## config.mk

```make
export PLATFORM = sky130hd
export DESIGN_NAME = dsp_chain_drain
export DESIGN_NICKNAME = d
export VERILOG_FILES = /design/src/rtl/dsp_chain_pkg.sv /design/src/rtl/dsp_chain_drain_fifo.sv /design/src/rtl/dsp_chain_drain.sv
export SDC_FILE = /design/constraint.sdc
export NUM_CORES = 1
export LEC_CHECK = 0
export CAP_MARGIN = 20
export CORE_AREA = 2 2 228 230
export CTS_BUF_LIST = sky130_fd_sc_hd__clkbuf_4 sky130_fd_sc_hd__clkbuf_8
export DETAILED_ROUTE_END_ITERATION = 10
export DIE_AREA = 0 0 230 232
export HOLD_SLACK_MARGIN = 0.12
export PLACE_DENSITY_LB_ADDON = 0.2
export SETUP_SLACK_MARGIN = 0.02
export SYNTH_ARGS = -nofsm -noshare
export SYNTH_HDL_FRONTEND = slang
export SYNTH_SLANG_ARGS = --single-unit
export TNS_END_PERCENT = 1
```

## constraint.sdc

```tcl
create_clock -name clk -period 11 [get_ports clk]
set_clock_uncertainty 0.15 [all_clocks]
set_input_delay 1.1 -clock clk [delete_from_list [all_inputs] [get_ports clk]]
set_output_delay 1.1 -clock clk [all_outputs]
set_load 0.02 [all_outputs]
```

## src/rtl/dsp_chain_pkg.sv

```systemverilog
// Shared types, default widths and the round/shift/saturate helper for the
// DSP chain drain.
package dsp_chain_pkg;

    localparam int CHAIN_W_DEF = 37;
    localparam int ACC_W_DEF   = 48;
    localparam int OUT_W_DEF   = 16;
    localparam int SHIFT_W_DEF = 6;

    // The rounding arithmetic is carried out at this width. Operands are
    // sign-extended into it, so the carry of acc + bias can never be lost.
    localparam int SR_W = 64;

    typedef enum logic {
        IDLE  = 1'b0,
        ACCUM = 1'b1
    } drain_state_t;

    typedef struct packed {
        logic            sat;
        logic [SR_W-1:0] value;
    } sat_res_t;

    // Round half-up, arithmetic right shift by 'shift', then clamp to a
    // signed out_w-bit range. The sat bit reports that clamping happened.
    function automatic sat_res_t sat_round(input logic signed [SR_W-1:0] acc,
                                           input logic [7:0]              shift,
                                           input int                      out_w);
        logic signed [SR_W-1:0] bias;
        logic signed [SR_W-1:0] sum;
        logic signed [SR_W-1:0] r;
        logic signed [SR_W-1:0] hi;
        logic signed [SR_W-1:0] lo;
        sat_res_t               res;
        bias = (shift != 8'd0) ? (64'sd1 <<< (shift - 8'd1)) : 64'sd0;
        sum  = acc + bias;
        r    = sum >>> shift;
        hi   = (64'sd1 <<< (out_w - 1)) - 64'sd1;
        lo   = -(64'sd1 <<< (out_w - 1));
        res.sat   = 1'b0;
        res.value = r;
        if (r > hi) begin
            res.sat   = 1'b1;
            res.value = hi;
        end else if (r < lo) begin
            res.sat   = 1'b1;
            res.value = lo;
        end
        return res;
    endfunction

endpackage

```

## src/rtl/dsp_chain_drain_fifo.sv

```systemverilog
// drain_fifo: small synchronous FIFO with occupancy count. A push while full
// without a simultaneous pop is discarded and reported on drop_o.
module drain_fifo #(
    parameter int W     = 16,
    parameter int DEPTH = 4
) (
    input  logic                     clk,
    input  logic                     reset,
    input  logic                     push_i,
    input  logic [W-1:0]             push_data_i,
    input  logic                     pop_i,
    output logic [W-1:0]             pop_data_o,
    output logic [$clog2(DEPTH):0]   count_o,
    output logic                     full_o,
    output logic                     empty_o,
    output logic                     drop_o
);

    localparam int PTR_W = $clog2(DEPTH);
    localparam int CNT_W = PTR_W + 1;

    logic [W-1:0]     mem_q [DEPTH];
    logic [PTR_W-1:0] wr_ptr_q, rd_ptr_q;
    logic [CNT_W-1:0] count_q, count_d;
    logic             do_push, do_pop;

    assign full_o  = (count_q == CNT_W'(DEPTH));
    assign empty_o = (count_q == '0);
    assign do_pop  = pop_i && !empty_o;
    // A full FIFO still accepts a push when the head leaves in the same cycle.
    assign do_push = push_i && (!full_o || do_pop);
    assign drop_o  = push_i && full_o && !do_pop;

    assign pop_data_o = mem_q[rd_ptr_q];
    assign count_o    = count_q;

    // Occupancy next-state from the push/pop pair.
    always_comb begin
        count_d = count_q;
        case ({do_push, do_pop})
            2'b10:   count_d = count_q + CNT_W'(1);
            2'b01:   count_d = count_q - CNT_W'(1);
            default: count_d = count_q;
        endcase
    end

    // Storage, pointers and count; reset clears storage so the head reads 0.
    always_ff @(posedge clk) begin
        if (!reset) begin
            for (int i = 0; i < DEPTH; i++) mem_q[i] <= '0;
            wr_ptr_q <= '0;
            rd_ptr_q <= '0;
            count_q  <= '0;
        end else begin
            if (do_push) begin
                mem_q[wr_ptr_q] <= push_data_i;
                wr_ptr_q        <= wr_ptr_q + PTR_W'(1);
            end
            if (do_pop) rd_ptr_q <= rd_ptr_q + PTR_W'(1);
            count_q <= count_d;
        end
    end

endmodule

```

## src/rtl/dsp_chain_drain.sv

```systemverilog
// dsp_chain_drain: accumulates multi-pass chainout words, rounds/shifts/
// saturates the dot product and queues it in an output FIFO.
// Optional build macro DSP_DRAIN_RELU_EN: negative results become 0 before
// saturation (not reported as saturation).
module dsp_chain_drain
    import dsp_chain_pkg::*;
#(
    parameter int CHAIN_W    = CHAIN_W_DEF,
    parameter int ACC_W      = ACC_W_DEF,
    parameter int OUT_W      = OUT_W_DEF,
    parameter int SHIFT_W    = SHIFT_W_DEF,
    parameter int FIFO_DEPTH = 4
) (
    input  logic               clk,
    input  logic               reset,
    input  logic [CHAIN_W-1:0] chain_in,
    input  logic               in_valid,
    input  logic               in_first,
    input  logic               in_last,
    input  logic [SHIFT_W-1:0] cfg_shift,
    input  logic               clr_flags,
    output logic [OUT_W-1:0]   out_data,
    output logic               out_valid,
    input  logic               out_ready,
    output logic               in_hold,
    output logic               sat_flag,
    output logic               drop_err,
    output logic               proto_err
);

    // vld_pipe_q[0]: acc holds a finished sum (stage B input)
    // vld_pipe_q[1]: stage B result register valid
    // vld_pipe_q[2]: stage C push register valid
    localparam int STAGES = 2;
    localparam int CNT_W  = $clog2(FIFO_DEPTH) + 1;
    localparam int HOLD_W = CNT_W + 1;

    drain_state_t        state_q, state_d;
    logic [ACC_W-1:0]    acc_q, acc_d;
    logic [SHIFT_W-1:0]  shift_q;
    logic [STAGES:0]     vld_pipe_q;
    logic [OUT_W-1:0]    b_data_q, c_data_q;
    logic                sat_q, drop_q, proto_q;

    logic [ACC_W-1:0]    chain_sx;
    logic                proto_evt;
    logic                sat_evt;
    logic                last_beat;
    sat_res_t            res_b;

    logic [CNT_W-1:0]    fifo_cnt;
    logic                fifo_full, fifo_empty, fifo_drop;
    logic [HOLD_W-1:0]   hold_cnt;

    assign chain_sx  = {{(ACC_W-CHAIN_W){chain_in[CHAIN_W-1]}}, chain_in};
    assign last_beat = in_valid && in_last;

    // Stage A: accumulate FSM next state; a stray first discards the partial.
    always_comb begin
        state_d   = state_q;
        acc_d     = acc_q;
        proto_evt = 1'b0;
        if (in_valid) begin
            if (state_q == IDLE || in_first) begin
                acc_d     = chain_sx;
                proto_evt = (state_q == IDLE) ? !in_first : in_first;
            end else begin
                acc_d = acc_q + chain_sx;
            end
            state_d = in_last ? IDLE : ACCUM;
        end
    end

    // Stage A registers: FSM state, accumulator and the shift for this result.
    always_ff @(posedge clk) begin
        if (!reset) begin
            state_q <= IDLE;
            acc_q   <= '0;
            shift_q <= '0;
        end else begin
            state_q <= state_d;
            acc_q   <= acc_d;
            if (last_beat) shift_q <= cfg_shift;
        end
    end

    // Stage B: round, shift, optional ReLU, saturate from the finished acc.
    always_comb begin
        res_b = sat_round({{(SR_W-ACC_W){acc_q[ACC_W-1]}}, acc_q}, 8'(shift_q), OUT_W);
`ifdef DSP_DRAIN_RELU_EN
        if (res_b.value[SR_W-1]) begin
            res_b.sat   = 1'b0;
            res_b.value = '0;
        end
`endif
    end

    assign sat_evt = vld_pipe_q[0] && res_b.sat;

    // Result pipeline B -> C with its valid shift register.
    always_ff @(posedge clk) begin
        if (!reset) begin
            vld_pipe_q <= '0;
            b_data_q   <= '0;
            c_data_q   <= '0;
        end else begin
            vld_pipe_q <= {vld_pipe_q[STAGES-1:0], last_beat};
            if (vld_pipe_q[0]) b_data_q <= res_b.value[OUT_W-1:0];
            if (vld_pipe_q[1]) c_data_q <= b_data_q;
        end
    end

    // Stage C pushes into the output queue; the chain is never stalled.
    drain_fifo #(
        .W     (OUT_W),
        .DEPTH (FIFO_DEPTH)
    ) u_fifo (
        .clk         (clk),
        .reset       (reset),
        .push_i      (vld_pipe_q[2]),
        .push_data_i (c_data_q),
        .pop_i       (out_ready),
        .pop_data_o  (out_data),
        .count_o     (fifo_cnt),
        .full_o      (fifo_full),
        .empty_o     (fifo_empty),
        .drop_o      (fifo_drop)
    );

    assign out_valid = !fifo_empty;

    // Sticky flags: a same-cycle event beats clr_flags.
    always_ff @(posedge clk) begin
        if (!reset) begin
            sat_q   <= 1'b0;
            drop_q  <= 1'b0;
            proto_q <= 1'b0;
        end else begin
            sat_q   <= (sat_q   && !clr_flags) || sat_evt;
            drop_q  <= (drop_q  && !clr_flags) || fifo_drop;
            proto_q <= (proto_q && !clr_flags) || proto_evt;
        end
    end

    assign sat_flag  = sat_q;
    assign drop_err  = drop_q;
    assign proto_err = proto_q;

    // Hold counts queued results plus everything still in the pipeline.
    assign hold_cnt = HOLD_W'(fifo_cnt) + HOLD_W'(vld_pipe_q[0])
                    + HOLD_W'(vld_pipe_q[1]) + HOLD_W'(vld_pipe_q[2]);
    assign in_hold  = (hold_cnt >= HOLD_W'(FIFO_DEPTH - 1));

    // fifo_full is only used inside the FIFO's own drop logic.
    logic unused_ok;
    assign unused_ok = fifo_full;

endmodule

```

# ---- After elaboration in Yosys (flattened, before gate mapping)
# Memory sizes are Yosys's and may differ from the RTL's. A register that Yosys moved wholly into a read port is not among the register bits.
# Index checks and enable logic that the tools add are counted.
# W data, S select, Z words.
dict set report word_totals {
  reg_bits 100
  ramBits 64
  inputBits 50
  output_inout_bits 21
  word_cells 73
  n_memories 1
}
dict set report op_classes {
  addsub 10
  magnitude_cmp 3
  eq_ne 3
  n_shift 2
  n_mux 18
  n_bitwise 1
  reduce_logical 23
}
# name words width read_ports rd_clocked_by_memory_dff write_ports line_no
set mem_list {}
lappend mem_list {u_fifo.mem_q 4 16 1 1 4 dsp_chain_drain_fifo.sv:22} ;# logic [W-1:0] mem_q [DEPTH];
# op count
set op_table {}
lappend op_table {{$mux W65} 2}
lappend op_table {{$add A48 B64 Y64} 1}
lappend op_table {{$gt A64 B16 Y1 const B} 1}
lappend op_table {{$lt A64 B16 Y1 const B} 1}
lappend op_table {{$mux W64} 1}
lappend op_table {{$sshl A2 B8 Y64 const A} 1}
lappend op_table {{$sshr A64 B6 Y64} 1}
lappend op_table {{$add A48 B48 Y48} 1}
lappend op_table {{$mux W48} 1}
lappend op_table {{$mux W16} 1}
lappend op_table {{$reduce_or A16 Y1} 1}
lappend op_table {{$logic_and A1 B1 Y1} 9}
lappend op_table {{$mux W1} 9}
lappend op_table {{$add A4 B1 Y4} 2}
lappend op_table {{$sub A6 B1 Y7 const B} 1}
lappend op_table {{$mux W2} 3}
lappend op_table {{$pmux W3 S2} 1}
lappend op_table {{$reduce_bool A6 Y1} 1}
lappend op_table {{$logic_not A1 Y1} 5}
lappend op_table {{$logic_or A1 B1 Y1} 5}
lappend op_table {{$add A2 B1 Y2 const B} 2}
lappend op_table {{$add A3 B1 Y4} 1}
lappend op_table {{$ge A4 B2 Y1 const B} 1}
lappend op_table {{$add A3 B1 Y3 const B} 1}
lappend op_table {{other kinds (7)} 7}

# ---- Logic depth before layout (Yosys ltp)
dict set report depth {
  ltp_word 10
  mapped_depth 35
}

# ---- Modules after synthesis
# Synthesis repeated with hierarchy kept, for this count alone.
dict set report hier_totals {
  cells_unflattened 2891
  hier_area_um2 21891.0
}
# module instances cells_each area_each_um2 seq_area_each_um2
set by_module_without_submodules {}
lappend by_module_without_submodules {dsp_chain_drain 1 2684 18607.8 1861.8}
lappend by_module_without_submodules {drain_fifo 1 207 3283.1 2102.0}

# ---- Worst setup path before layout
# No wires, ideal clock.
dict set report synth_timing {
  path_kind {flip-flop to flip-flop}
  startpoint {register shift_q[0]}
  endpoint {register b_data_q[14]}
  setup_time_ps 83
  t_arrival_ps 8157
  t_required_ps 10767
  setup_slack_ps 2610
  stages_incl_launch_ff 35
  path_buffers 11
  period_less_slack_ps 8390
  path_cell_list {dfxtp_1 clkbuf_1 inv_2 buf_1 clkbuf_1 buf_1 clkbuf_1 buf_1 ha_1 clkbuf_1 nor3_1 o31a_1 nand2b_1 clkbuf_1 clkbuf_1 nor2_1 ha_1 clkbuf_1 nand2_1 o21ai_0 a21oi_1 o31ai_2 a211oi_2 o21ai_2 mux2i_1 o211ai_1 a22o_1 o41ai_2 o211ai_1 or4_4 nor4_4 a31oi_4 nand2b_4 buf_6 o221ai_2}
}
dict set report synth_between {
  elab_chain_cells 8
}
# element line_no
set synth_rtl {}
lappend synth_rtl {{start: declaration} dsp_chain_drain.sv:40} ;# logic [SHIFT_W-1:0] shift_q;
lappend synth_rtl {{start signal: assignment} dsp_chain_drain.sv:83} ;# if (last_beat) shift_q <= cfg_shift;
lappend synth_rtl {{$sub A6 B1 Y7} dsp_chain_pkg.sv:35} ;# bias = (shift != 8'd0) ? (64'sd1 <<< (shift - 8'd1)) : 64'sd0;
lappend synth_rtl {{$sshl A2 B8 Y64} dsp_chain_pkg.sv:35}
lappend synth_rtl {{$mux W64} dsp_chain_pkg.sv:35}
lappend synth_rtl {{$add A48 B64 Y64} dsp_chain_pkg.sv:36} ;# sum = acc + bias;
lappend synth_rtl {{$sshr A64 B6 Y64 (*)} dsp_chain_pkg.sv:37} ;# r = sum >>> shift;
lappend synth_rtl {{$lt A64 B16 Y1} dsp_chain_pkg.sv:45} ;# end else if (r < lo) begin
lappend synth_rtl {{$mux W65} dsp_chain_pkg.sv:45}
lappend synth_rtl {{$mux W65 (*)} dsp_chain_pkg.sv:42} ;# if (r > hi) begin
lappend synth_rtl {{end signal: assignment} dsp_chain_drain.sv:108} ;# if (vld_pipe_q[0]) b_data_q <= res_b.value[OUT_W-1:0];
lappend synth_rtl {{end: declaration} dsp_chain_drain.sv:42} ;# logic [OUT_W-1:0] b_data_q, c_data_q;
# Mark *: on every way between the ends. The rest lies on a longest branch, timed or not.
# A chain may end at the register's enable or synchronous reset.

# ---- Worst setup path after layout
dict set report layout_timing {
  startpoint {register shift_q[3]}
  endpoint {register b_data_q[12]}
}
# The elaborated chain is that of the path after synthesis.

==> flow_metrics.tcl <==
set metrics [dict create \
    dpl.hpwl_um 81800 \
    numPortBuffers 70 \
    seq_area_frac_synth_pct 17.5 \
    grt_pass1_vias 24040 \
    clkLatencyLatePin_ps 500 \
    crit_required_ps 11200 \
    cp-end-kind "flop" \
    drc 0 \
    min_period_ps 9860 \
    die_x_um 230 \
    postCtsSetupBuffers 0 \
    start_util_pct 44.5 \
    place.gp.congestion 1.06 \
    syn_avg_cell_area_um2 7.37 \
    status "finished, final reports clean" \
    async_flop_share_pct 0 \
    p_sw_share_pct 44.3 \
    antenna_left 0 \
    fin_crit_sh_pct 89.7 \
    grt_pass1_wl_um 156000 \
    wl_per_cell_um 28.4 \
    cts_hold_buf 0 \
    ios 71 \
    hold_path.class "flop to flop" \
    cts-htree-levels 4 \
    startpoint "shift_q[3]$_SDFFE_PN0P_" \
    grt_max_degree 66 \
    final_nets 3170 \
    clkSinkCount 166 \
    tns_ps 0 \
    num_antenna_cells 0 \
    synth_cells 3068 \
    cts_tree "built" \
    dieArea_mm2 0.0534 \
    drive_gt1_share_pct 8.16 \
    viasPerCell 6.99 \
    cts_root_buf "clkbuf_8" \
    synth_warnings 0 \
    syn_area_mm2 0.0226 \
    synth.distinct_cells 123 \
    cts_made_buffers 17 \
    r2r_start "shift_q[3]$_SDFFE_PN0P_" \
    path_class "flop to flop" \
    wl_um 105000 \
    synth_fp_nets 3238 \
    hold_path.startpoint "proto_err$_SDFF_PN0_" \
    hold_slack_ps 330 \
    synthTopCellsByArea "dfxtp_1 9.0%, edfxtp_1 8.5%, nor2_1 6.6%, ha_1 6.4%, a21oi_1 5.4%" \
    rsz0062_at_grt "no" \
    seqPwrFrac_pct 32.0 \
    ir_drop_mv 0.0626 \
    dpl_worst_slack_ps 1610 \
    internal-power_mw 1.25 \
    dr.pass1.iters 6 \
    grt.total_usage_pct 38.2 \
    p_per_area_mw_per_mm2 92.7 \
    fmax_mhz 101 \
    synth_most_common_cell "nor2_1" \
    power_frac_comb_pct 46.8 \
    final_max_slew_viol_count 0 \
    cp-start-kind "flop" \
    arrival_ps 10060 \
    finalHoldViolations 0 \
    leakage_nw 9.00 \
    cts_resized 0 \
    areaGrowthSynthToFinish_pct 6.63 \
    cts_max_path_buffers 2 \
    slew_headroom_pct 23.7 \
    antenna_found_initial 1 \
    synth_edf_count 64 \
    fp-row-count 83 \
    cap_violations 0 \
    dr_total_vias 25828 \
    ys_ff_latch 166 \
    dr.first_iter.drc_count 3425 \
    synthTopCellsByCount "399 x nor2_1, 307 x nand2_1, 245 x a21oi_1" \
    final.fill_count 5194 \
    die_y_um 232 \
    postLayoutSetupSlackWorst_ps 1140 \
    clkPwrFrac_pct 21.2 \
    crit_path_max_fanout 53 \
    setup_viol_count_final 0 \
    tightest_slew_ps 1140 \
    path_clk_slew_ps 110 \
    synth-main-ff-cell "dfxtp_1" \
    switchingPower_uw 992 \
    synth_top_area_share_pct 9.03 \
    core_mm2 0.0509 \
    synth_area_leader_cell "dfxtp_1" \
    grt.overflow.total 0 \
]
==> power by group through the flow <==
stage / Clock, mW / Combinational [mW] / Sequential (mW)
after floorplan: 0 / 0.687 / 0.706
after global placement: 0 / 1.00 / 0.729
after detailed placement: 0 / 1.01 / 0.729
after CTS: 0.482 / 1.01 / 0.715
after global routing: 0.505 / 1.11 / 0.720
final: 0.475 / 1.05 / 0.715
==> critical path, stage by stage (launching register included) <==
cell	delay (ps)
dfxtp_2	690
buf_4	630
nand2_1	350
nor2_1	500
nand2_1	440
nor2_1	210
ha_1	510
nand4_1	300
nor3_1	550
a22o_1	270
o21ai_1	220
o221ai_1	630
nor2_1	210
xnor3_1	930
mux2_2	430
nor2_1	60
o311ai_0	620
o21ai_1	380
nor4_1	480
a41o_1	260
nor4b_2	290
or2b_2	390
a31oi_1	140
==> per-stage QoR <==
stage	cell area [µm²]	util (%)	power [mW]	std cells
after global routing	24100	47.4	2.33	3693
after detailed placement	23700	46.6	1.74	3659
after CTS	24100	47.4	2.21	3691
after floorplan	22600	-	1.39	3068
after global placement	23700	46.6	1.73	3656
final	24100	47.4	2.24	3693
==> cell usage in the layout (no fill, tap or decap), types with 47 or more instances in the layout <==
| cell type | synthesis | routed |
|---|---|---|
| a31oi_1 | 47 | 47 |
| inv_1 | 67 | 66 |
| ha_1 | 115 | 114 |
| buf_4 | 5 | 51 |
| clkdlybuf4s50_1 | 0 | 69 |
| nand3_1 | 84 | 84 |
| o21ai_0 | 152 | 150 |
| mux2i_1 | 105 | 105 |
| edfxtp_1 | 64 | 64 |
| a21oi_1 | 245 | 245 |
| dfxtp_1 | 102 | 96 |
| nand2_1 | 307 | 307 |
| xnor2_1 | 57 | 57 |
| a211oi_1 | 83 | 83 |
| a21o_1 | 63 | 63 |
| nor3_1 | 75 | 75 |
| nor2_1 | 399 | 398 |
| nand4_1 | 68 | 68 |
| o211ai_1 | 59 | 59 |
==> cell type report <==
cell class / count / area [µm²] / area share (%)
inverters: 70 / 263 / 1.09
clock buffers: 18 / 248 / 1.03
repair buffers: 125 / 1100 / 4.56
well taps: 680 / 851 / 3.53
clock inverters: 14 / 155 / 0.643
flip-flops and latches: 166 / 3980 / 16.5
multi-input cells: 2620 / 17500 / 72.7
==> cell families (layout without fill, tap and decap cells) <==
kind of cell / after synthesis / in the layout / synth area share (%)
AO/OA/AOI/OAI: 1050 / 1050 / 32.8
XOR/XNOR: 83 / 83 / 3.34
adder cells (fa/ha/maj): 120 / 120 / 6.80
buffers and inverters: 282 / 227 / 5.04
flip-flops: 166 / 166 / 17.5
multiplexers: 163 / 163 / 8.93
AND/OR/NAND/NOR: 1204 / 1204 / 25.6
==> routing by layer <==
metal,GRT usage [%],vias to the layer above,routed length (µm)
li1,-,11608,-
met1,49.4,12445,43000
met2,60.9,1466,46500
met3,7.93,307,9880
met4,17.8,2,5660
met5,0,-,19
==> worst paths after layout <==
| path | depth (start not counted) | slack [ps] | end |
|---|---|---|---|
| max | 22 | 1140 | b_data_q[12]$_SDFFE_PN0P_ |
| min | 2 | 330 | proto_err$_SDFF_PN0_ |
| max reg2reg | 22 | 1140 | b_data_q[12]$_SDFFE_PN0P_ |
| min reg2reg | 2 | 330 | proto_err$_SDFF_PN0_ |
==> sequential cells by signal, summed over array words and instances (netlist names), 2 cells and up, named ones only <==
name             cells
u_fifo.wr_ptr_q      2
u_fifo.count_o       3
b_data_q            16
u_fifo.rd_ptr_q      2
vld_pipe_q           3
c_data_q            16
shift_q              6
u_fifo.mem_q        64
acc_q               48
Note: power is estimated with default switching activity, not from simulation.
